File: config.mk
export PLATFORM = sky130hd
export DESIGN_NAME = controle_bloco
export DESIGN_NICKNAME = d
export VERILOG_FILES = /design/src/rtl/controle_bloco.sv
export SDC_FILE = /design/constraint.sdc
export NUM_CORES = 1
export LEC_CHECK = 0
export CELL_PAD_IN_SITES_DETAIL_PLACEMENT = 0
export CELL_PAD_IN_SITES_GLOBAL_PLACEMENT = 1
export CORE_UTILIZATION = 35
export CTS_CLUSTER_SIZE = 40
export DETAILED_ROUTE_END_ITERATION = 10
export PLACE_DENSITY_LB_ADDON = 0.12
export SETUP_SLACK_MARGIN = 0.15
export SYNTH_ARGS = -nofsm -noshare
export SYNTH_HDL_FRONTEND = slang
export SYNTH_SLANG_ARGS = --single-unit
File: constraint.sdc
create_clock -name clk -period 1.9 [get_ports clk]
set_input_delay 0.57 -clock clk [delete_from_list [all_inputs] [get_ports clk]]
set_output_delay 0.57 -clock clk [all_outputs]
set_load 0.05 [all_outputs]
File: src/rtl/controle_bloco.sv
// -----------------------------------------------------------------------------
// controle_bloco
//
// Sequencer for the BLOCO datapath (4 x 16-bit register file + ALU with flags).
// Fetches 16-bit words from a synchronous program ROM, decodes each word into
// BLOCO's control inputs and steps through the program from address 0 on a
// start request until HALT, then pulses done.
//
// Instruction word:
//   ALU class     (bit15=0): [14:10] op, [9:8] SC, [7:6] SA, [5:4] SB, [3] we
//   control class (bit15=1): [14:13] ctl (00 HALT, 01 JMP, 10 JZ, 11 NOP),
//                            [7:0] target address
//
// Ports:
//   clk                 system clock, rising edge
//   reset               asynchronous, active-low reset
//   start               run request, honoured only in IDLE
//   instr_data          ROM read data, valid the cycle after instr_addr
//   flag_zero           zero flag from BLOCO, used by JZ
//   instr_addr          ROM address (pc while running, 0 in IDLE)
//   Hab_Escrita         register file write enable
//   Sel_SA/Sel_SB       operand A/B register selects
//   Sel_SC              destination register select
//   controleOperacao    ALU operation
//   reset_Ban_Registros register file clear pulse (active high)
//   reset_Flags         flag clear pulse (active high)
//   busy                high in every state except IDLE
//   done                one-cycle pulse when HALT completes
// -----------------------------------------------------------------------------
module controle_bloco #(
  parameter int bits_palavra  = 16,
  parameter int end_registros = 2,
  parameter int bits_op       = 5,
  parameter int bits_pc       = 8
) (
  input  logic                     clk,
  input  logic                     reset,
  input  logic                     start,
  input  logic [bits_palavra-1:0]  instr_data,
  input  logic                     flag_zero,
  output logic [bits_pc-1:0]       instr_addr,
  output logic                     Hab_Escrita,
  output logic [end_registros-1:0] Sel_SA,
  output logic [end_registros-1:0] Sel_SB,
  output logic [end_registros-1:0] Sel_SC,
  output logic [bits_op-1:0]       controleOperacao,
  output logic                     reset_Ban_Registros,
  output logic                     reset_Flags,
  output logic                     busy,
  output logic                     done
);

  typedef enum logic [2:0] {
    S_IDLE,
    S_CLEAR,
    S_FETCH,
    S_DECODE,
    S_EXEC,
    S_WRITE,
    S_DONE
  } state_t;

  typedef enum logic [1:0] {
    CTL_HALT = 2'b00,
    CTL_JMP  = 2'b01,
    CTL_JZ   = 2'b10,
    CTL_NOP  = 2'b11
  } ctl_t;

  state_t                  state;
  logic [bits_pc-1:0]      pc;
  logic [bits_palavra-1:0] ir;

  // Decoded views of the instruction register.
  logic               ir_is_ctl;
  ctl_t               ir_ctl;
  logic               ir_we;
  logic [bits_pc-1:0] ir_target;
  logic [bits_pc-1:0] pc_inc;

  assign ir_is_ctl = ir[15];
  assign ir_ctl    = ctl_t'(ir[14:13]);
  assign ir_we     = ir[3];
  assign ir_target = ir[bits_pc-1:0];
  assign pc_inc    = pc + bits_pc'(1);   // wraps modulo 2^bits_pc

  // Bits of the word that carry no meaning for the sequencer.
  logic unused_ir_bits;
  assign unused_ir_bits = ^{ir[12:8], ir[2:0]};

  // NOTE: every output is a flop loaded on the transition into the state that
  // owns it, so each output value is exactly "what this state drives" with no
  // combinational decode glitches toward BLOCO. Pulses are defaulted low at the
  // top of the clocked branch and only raised on the entering transition.
  always_ff @(posedge clk or negedge reset) begin
    if (!reset) begin
      // NOTE: non-blocking assignments throughout this block; every register
      // here (state, pc, ir and the outputs) is cleared by the async reset.
      state               <= S_IDLE;
      pc                  <= '0;
      ir                  <= '0;
      instr_addr          <= '0;
      Hab_Escrita         <= 1'b0;
      Sel_SA              <= '0;
      Sel_SB              <= '0;
      Sel_SC              <= '0;
      controleOperacao    <= '0;
      reset_Ban_Registros <= 1'b0;
      reset_Flags         <= 1'b0;
      busy                <= 1'b0;
      done                <= 1'b0;
    end else begin
      Hab_Escrita         <= 1'b0;
      reset_Ban_Registros <= 1'b0;
      reset_Flags         <= 1'b0;
      done                <= 1'b0;

      case (state)
        S_IDLE: begin
          if (start) begin
            state               <= S_CLEAR;
            busy                <= 1'b1;
            reset_Ban_Registros <= 1'b1;
            reset_Flags         <= 1'b1;
            instr_addr          <= pc;
          end
        end

        S_CLEAR: begin
          pc         <= '0;
          instr_addr <= '0;
          state      <= S_FETCH;
        end

        S_FETCH: begin
          state <= S_DECODE;
        end

        S_DECODE: begin
          ir    <= instr_data;
          state <= S_EXEC;
          // Operand selects and op are launched here so they are already
          // stable during EXEC, a full cycle before the write strobe.
          if (!instr_data[15]) begin
            controleOperacao <= instr_data[14:10];
            Sel_SC           <= instr_data[9:8];
            Sel_SA           <= instr_data[7:6];
            Sel_SB           <= instr_data[5:4];
          end
        end

        S_EXEC: begin
          if (!ir_is_ctl) begin
            Hab_Escrita <= ir_we;
            state       <= S_WRITE;
          end else begin
            case (ir_ctl)
              CTL_HALT: begin
                done  <= 1'b1;
                state <= S_DONE;
              end
              CTL_JMP: begin
                pc         <= ir_target;
                instr_addr <= ir_target;
                state      <= S_FETCH;
              end
              CTL_JZ: begin
                pc         <= flag_zero ? ir_target : pc_inc;
                instr_addr <= flag_zero ? ir_target : pc_inc;
                state      <= S_FETCH;
              end
              default: begin  // CTL_NOP
                pc         <= pc_inc;
                instr_addr <= pc_inc;
                state      <= S_FETCH;
              end
            endcase
          end
        end

        S_WRITE: begin
          pc               <= pc_inc;
          instr_addr       <= pc_inc;
          controleOperacao <= '0;
          Sel_SA           <= '0;
          Sel_SB           <= '0;
          Sel_SC           <= '0;
          state            <= S_FETCH;
        end

        S_DONE: begin
          busy       <= 1'b0;
          instr_addr <= '0;
          state      <= S_IDLE;
        end

        default: begin
          state <= S_IDLE;
        end
      endcase
    end
  end

endmodule

# After elaboration in Yosys (flattened, before gate mapping)
# Cells that the tools add are included.
totals:
  ff_bits: 50
  out_inout_bits: 24
  wordCells: 64
  input_bits: 20
op_classes:
  reduce_logical: 12
  n_mux: 27
  add_sub_neg: 1
  eq_ne: 12
ops:
  columns: ["operator", "count"]
  rows:
  - ["case mux 8 bit (3 select lines)", 2]
  - ["case mux 8 bit (4 select lines)", 1]
  - ["two-way mux 8 bit", 3]
  - ["case mux 3 bit (5 select lines)", 1]
  - ["case mux 2 bit (2 select lines)", 3]
  - ["case mux 5 bit (2 select lines)", 1]
  - ["== test 3 bit (second input constant)", 3]
  - ["two-way mux 3 bit", 3]
  - ["adder 8 x 1 -> 8 bit (second input constant)", 1]
  - ["two-way mux 1 bit", 8]
  - ["inequality test 2 bit (second input constant)", 4]
  - ["== test 3 x 2 -> 1 bit (second input constant)", 2]
  - ["two-way mux 2 bit", 3]
  - ["two-way mux 5 bit", 1]
  - ["AND reduction 2 bit", 2]
  - ["AND reduction 4 bit", 1]
  - ["nonzero test 2 bit", 2]
  - ["nonzero test 4 bit", 1]
  - ["OR reduction 2 bit", 2]
  - ["== test 3 x 1 -> 1 bit (second input constant)", 1]
  - ["logical NOT 3 bit", 1]
  - ["AND reduction 3 bit", 1]
  - ["nonzero test 3 bit", 1]
  - ["== test 2 x 1 -> 1 bit (second input constant)", 1]
  - ["other kinds (3)", 3]

# Logic depth before layout (Yosys ltp)
depth:
  word_depth: 5
  mapped_depth: 7
  ltp_nobuf: 6

# Least setup slack after synthesis
# Ideal clock, no wire load.
synth_path:
  kind: "reg-to-reg"
  start: "reg ir[13]"
  end: "reg pc[3]"
  synth_period_minus_slack_ns: 1.713
  required_time_ns: 1.775
  arrival_time_ns: 1.589
  path_stages_with_launch: 8
  n_path_buf: 1
  setup_slack_ns: 0.187
  setup_ns: 0.125
  path_cell_list: "dfrtp_1 -> inv_1 -> ha_1 -> nor4bb_2 -> and2_1 -> buf_6 -> a22o_1 -> mux2_2"
synth_between:
  elab_chain_len: 4
  elab_cells_between_ends: 8
  classes_between: "3 x eq/ne; 3 x mux; 2 x reduce/logical"
synth_rtl:
  columns: ["item", "line", "text"]
  rows:
  - ["from (decl)", "72", "logic [bits_palavra-1:0] ir;"]
  - ["from (signal assigned)", "140", "ir <= instr_data;"]
  - ["== test 2 bit, or another cell as far along", "157", "case (ir_ctl)"]
  - ["case mux 8 bit (3 select lines)", "157", null]
  - ["two-way mux 8 bit", "153", "if (!ir_is_ctl) begin"]
  - ["case mux 8 bit (3 select lines)", "118", "case (state)"]
  - ["to (signal assigned)", "163", "pc <= ir_target;"]
  - ["to (signal assigned)", "168", "pc <= flag_zero ? ir_target : pc_inc;"]
  - ["to (signal assigned)", "173", "pc <= pc_inc;"]
  - ["to (decl)", "71", "logic [bits_pc-1:0] pc;"]
# Several ways; a longest one is shown, not always the timed one. The select of a mux whose other input is x is not followed.
# A chain may end at the register's enable or synchronous reset.

# Worst setup path after layout
layout_path:
  start: "in flag_zero"
  end: "reg pc[3]"
layout_between:
  elab_chain_len: 4
layout_rtl:
  columns: ["item", "line", "text"]
  rows:
  - ["from (decl)", "40", "input logic flag_zero,"]
  - ["two-way mux 8 bit", "168", null]
  - ["case mux 8 bit (3 select lines)", "157", null]
  - ["two-way mux 8 bit", "153", null]
  - ["case mux 8 bit (3 select lines)", "118", null]
# No other way between the ends. The select of a mux whose other input is x is not followed.

==> impl_metrics.py <==
metrics = {
    "timing": {
        "worst_slack_ns": 0.1646,
        "whs_ns": 0.2032,
        "slew_viol_final": 0,
        "worst_pin_slew_ns": 0.4818,
        "hold_viol_final": 0,
        "max-slew-margin-rel_pct": 67.85,
        "skew_ns": 0.006802,
        "rsz0062_at_grt": "true",
        "setup_viol_count_final": 0,
        "period_needed_ns": 1.735,
        "setup_tns_ns": 0,
        "finalCritPeriodShare_pct": 91.34,
        "fmax_ghz": 0.5762,
    },
    "power": {
        "power_density_nw_per_um2": 1820,
        "pwr-share-clk_pct": 14.2,
        "intPower_mw": 2.903,
        "p_seq_share_pct": 33.8,
        "switching_share_pct": 44.71,
        "p_total_mw": 5.249,
        "pwr-share-comb_pct": 52.0,
        "vdd.ir_drop.worst_mv": 0.7610,
        "cellLeakagePower_nw": 1.264,
        "switchingPower_mw": 2.347,
    },
    "yosys": {
        "synthTopCellsByArea": "dfrtp_1 (52%), a22o_1 (6.8%), mux2_2 (5.2%), ha_1 (2.3%), nor3_1 (2.3%)",
        "synth.distinct_cells": 42,
        "syn-num-nets": 223,
        "async_flop_share_pct": 100.0,
        "netlist_area_um2": 2178,
        "avgSynthCellArea_um2": 10.95,
        "synth_top_cell_by_area": "dfrtp_1",
        "synthFlopType": "dfrtp_1",
        "ys_warn_count": 0,
        "synth-edff-count": 0,
        "ys_seq_elements": 45,
        "netlist_instances": 199,
        "yosysTopAreaCellShare_pct": 51.69,
        "yosysSeqAreaShare_pct": 51.69,
    },
    "detailed_routing": {
        "wl_um": 4869,
        "drc_errors": 0,
        "num_vias": 1704,
        "wl_per_cell_um": 14.80,
        "antenna_left": 0,
        "first_iter_violations": 82,
        "via_per_inst": 5.179,
        "dr.pass1.iters": 4,
    },
    "placed_design": {
        "pre_cts_ws_ns": -0.1591,
        "port_buffers": 43,
        "placed_cells": 320,
        "dp.final_hpwl_um": 3597,
        "place_area_um2": 2684,
        "gp_congestion": 0.8057,
    },
    "floorplanning": {
        "num_io_pins": 44,
        "dieHeight_um": 80.89,
        "die-area_um2": 6543,
        "rows": 28,
        "core_um2": 5956,
        "die_width_um": 80.89,
        "start_util_pct": 36.58,
    },
    "cts": {
        "cts.clk_slew.worst_paths_ns": 0.09,
        "holdBufCountCts": 0,
        "clock_path_buffers": 2,
        "h-tree-depth": 2,
        "numCtsBuffers": 5,
        "clk_latency_ns": 0.30,
        "cts_tree": "done",
        "root_buffer": "clkbuf_8",
        "clock_sinks": 45,
    },
    "worst_setup_path": {
        "path_buf_inv": 1,
        "crit_type": "input pin to flip-flop",
        "worstReg2RegStart": "ir[14]",
        "cp-start-kind": "input pin",
        "rrSetupSlack_ns": 0.20,
        "critPathArrivalTime_ns": 1.93,
        "critPathMaxStageDelay_ns": 0.47,
        "critPathSlowestCell": "clkdlybuf4s50_1",
        "r2r_end": "pc[3]",
        "path_cells": "clkdlybuf4s50_1, a21o_1, and2_4, a22o_1, mux2_4",
        "worst-path-max-fanout": 4,
        "cp-endpoint": "pc[3]",
        "r2r_cells": 6,
        "crit_path_end_kind": "flip-flop",
        "path_delay_family": "buffers and inverters",
        "critPathLaunch": "flag_zero",
        "path_depth": 5,
        "required_ns": 2.09,
    },
    "global_routing": {
        "grt_max_degree": 29,
        "grt_pass1_vias": 1672,
        "antenna_found_initial": 0,
        "grt-ovfl-total": 0,
        "grt_usage_pct": 16.32,
        "grt_pass1_wl_um": 8155,
    },
    "cells_and_area": {
        "drive_gt1_share_pct": 30.71,
        "n_antenna_cell": 0,
        "nets": 277,
        "finish.utilization_pct": 48.42,
        "final_common_cell": "dfrtp_1",
        "final_cell_area_um2": 2884,
        "area_growth_pct": 32.40,
        "layout_common_cells": "dfrtp_1 (43), buf_4 (37), clkdlybuf4s50_1 (18)",
        "instances_no_fill": 329,
    },
    "run_status": {
        "outcome": "finished, final reports clean",
    },
    "hold_path": {
        "hold_class": "input pin to async pin",
    },
    "job": {
        "cap_violations": 0,
    },
}
-- power groups by stage --
stage,Combinational (mW),Clock [mW],Sequential [mW]
floorplan,1.27,0,2.33
global placement,2.62,0,1.77
detailed placement,2.62,0,1.77
CTS,2.62,0.774,1.75
global route,2.95,0.813,1.84
finish,2.73,0.745,1.78
-- how the worst min path moves through the flow --
stage | slack (ns) | from | to | depth (start not counted)
after floorplan | 0.27 | reset | Hab_Escrita | 0
after global placement | 0.49 | ir[7] | ir[7] | 1
after detailed placement | 0.48 | Sel_SA[1] | Sel_SA[1] | 1
after CTS | 0.21 | reset | instr_addr[5] | 1
after global routing | 0.23 | reset | instr_addr[5] | 1
final | 0.20 | reset | instr_addr[5] | 1
-- layout make-up --
| class | count | area [um^2] |
|---|---|---|
| clock inverter | 3 | 46.29 |
| timing repair buffer | 58 | 494.2 |
| sequential | 45 | 1129 |
| tap | 75 | 93.84 |
| multi-input combinational | 137 | 1030 |
| inverter | 6 | 22.52 |
| clock buffer | 5 | 68.82 |
| fill | 597 | 3072 |
-- timing repair --
action	CTS	global route
endpoints found under the setup margin	19	16
gates resized for setup	2	19
gates cloned	0	0
pin swaps	0	5
setup buffers	0	1
-- per-layer routing --
metal,vias to the layer above,GRT usage [%],part of all wire [%]
met5,-,0,0
met4,0,5.357,1.2
met3,7,3.708,4.3
met2,45,25.13,44
met1,812,22.58,50
li1,840,-,-
-- state kept, by name, summed over array words and instances, names as in the netlist --
| signal | flops |
|---|---|
| Sel_SB | 2 |
| controleOperacao | 5 |
| done | 1 |
| pc | 8 |
| Sel_SC | 2 |
| Sel_SA | 2 |
| busy | 1 |
| reset_Flags | 1 |
| state | 3 |
| Hab_Escrita | 1 |
| instr_addr | 8 |
| ir | 11 |
-- cells in the mapped netlist, types with 5 or more instances --
library cell / n
nand2_1: 9
a31oi_1: 6
nor2_1: 11
a21oi_1: 8
mux2_2: 10
inv_1: 5
nand2b_1: 5
nor3_1: 10
buf_4: 5
a22o_1: 17
dfrtp_1: 45
o21ai_0: 9
-- logic make-up (layout without fill, tap and decap cells) --
group           Yosys count  count (layout)  share of synthesized area [%]
compound gates           62              62                          20.33
simple gates             56              56                          13.96
flops                    45              45                          51.69
buf+inv                  17              72                          4.308
mux                      12              12                          6.203
fa+ha+maj                 4               4                          2.298
xor+xnor                  3               3                          1.206
No activity file was read; power rests on OpenSTA's default activity.
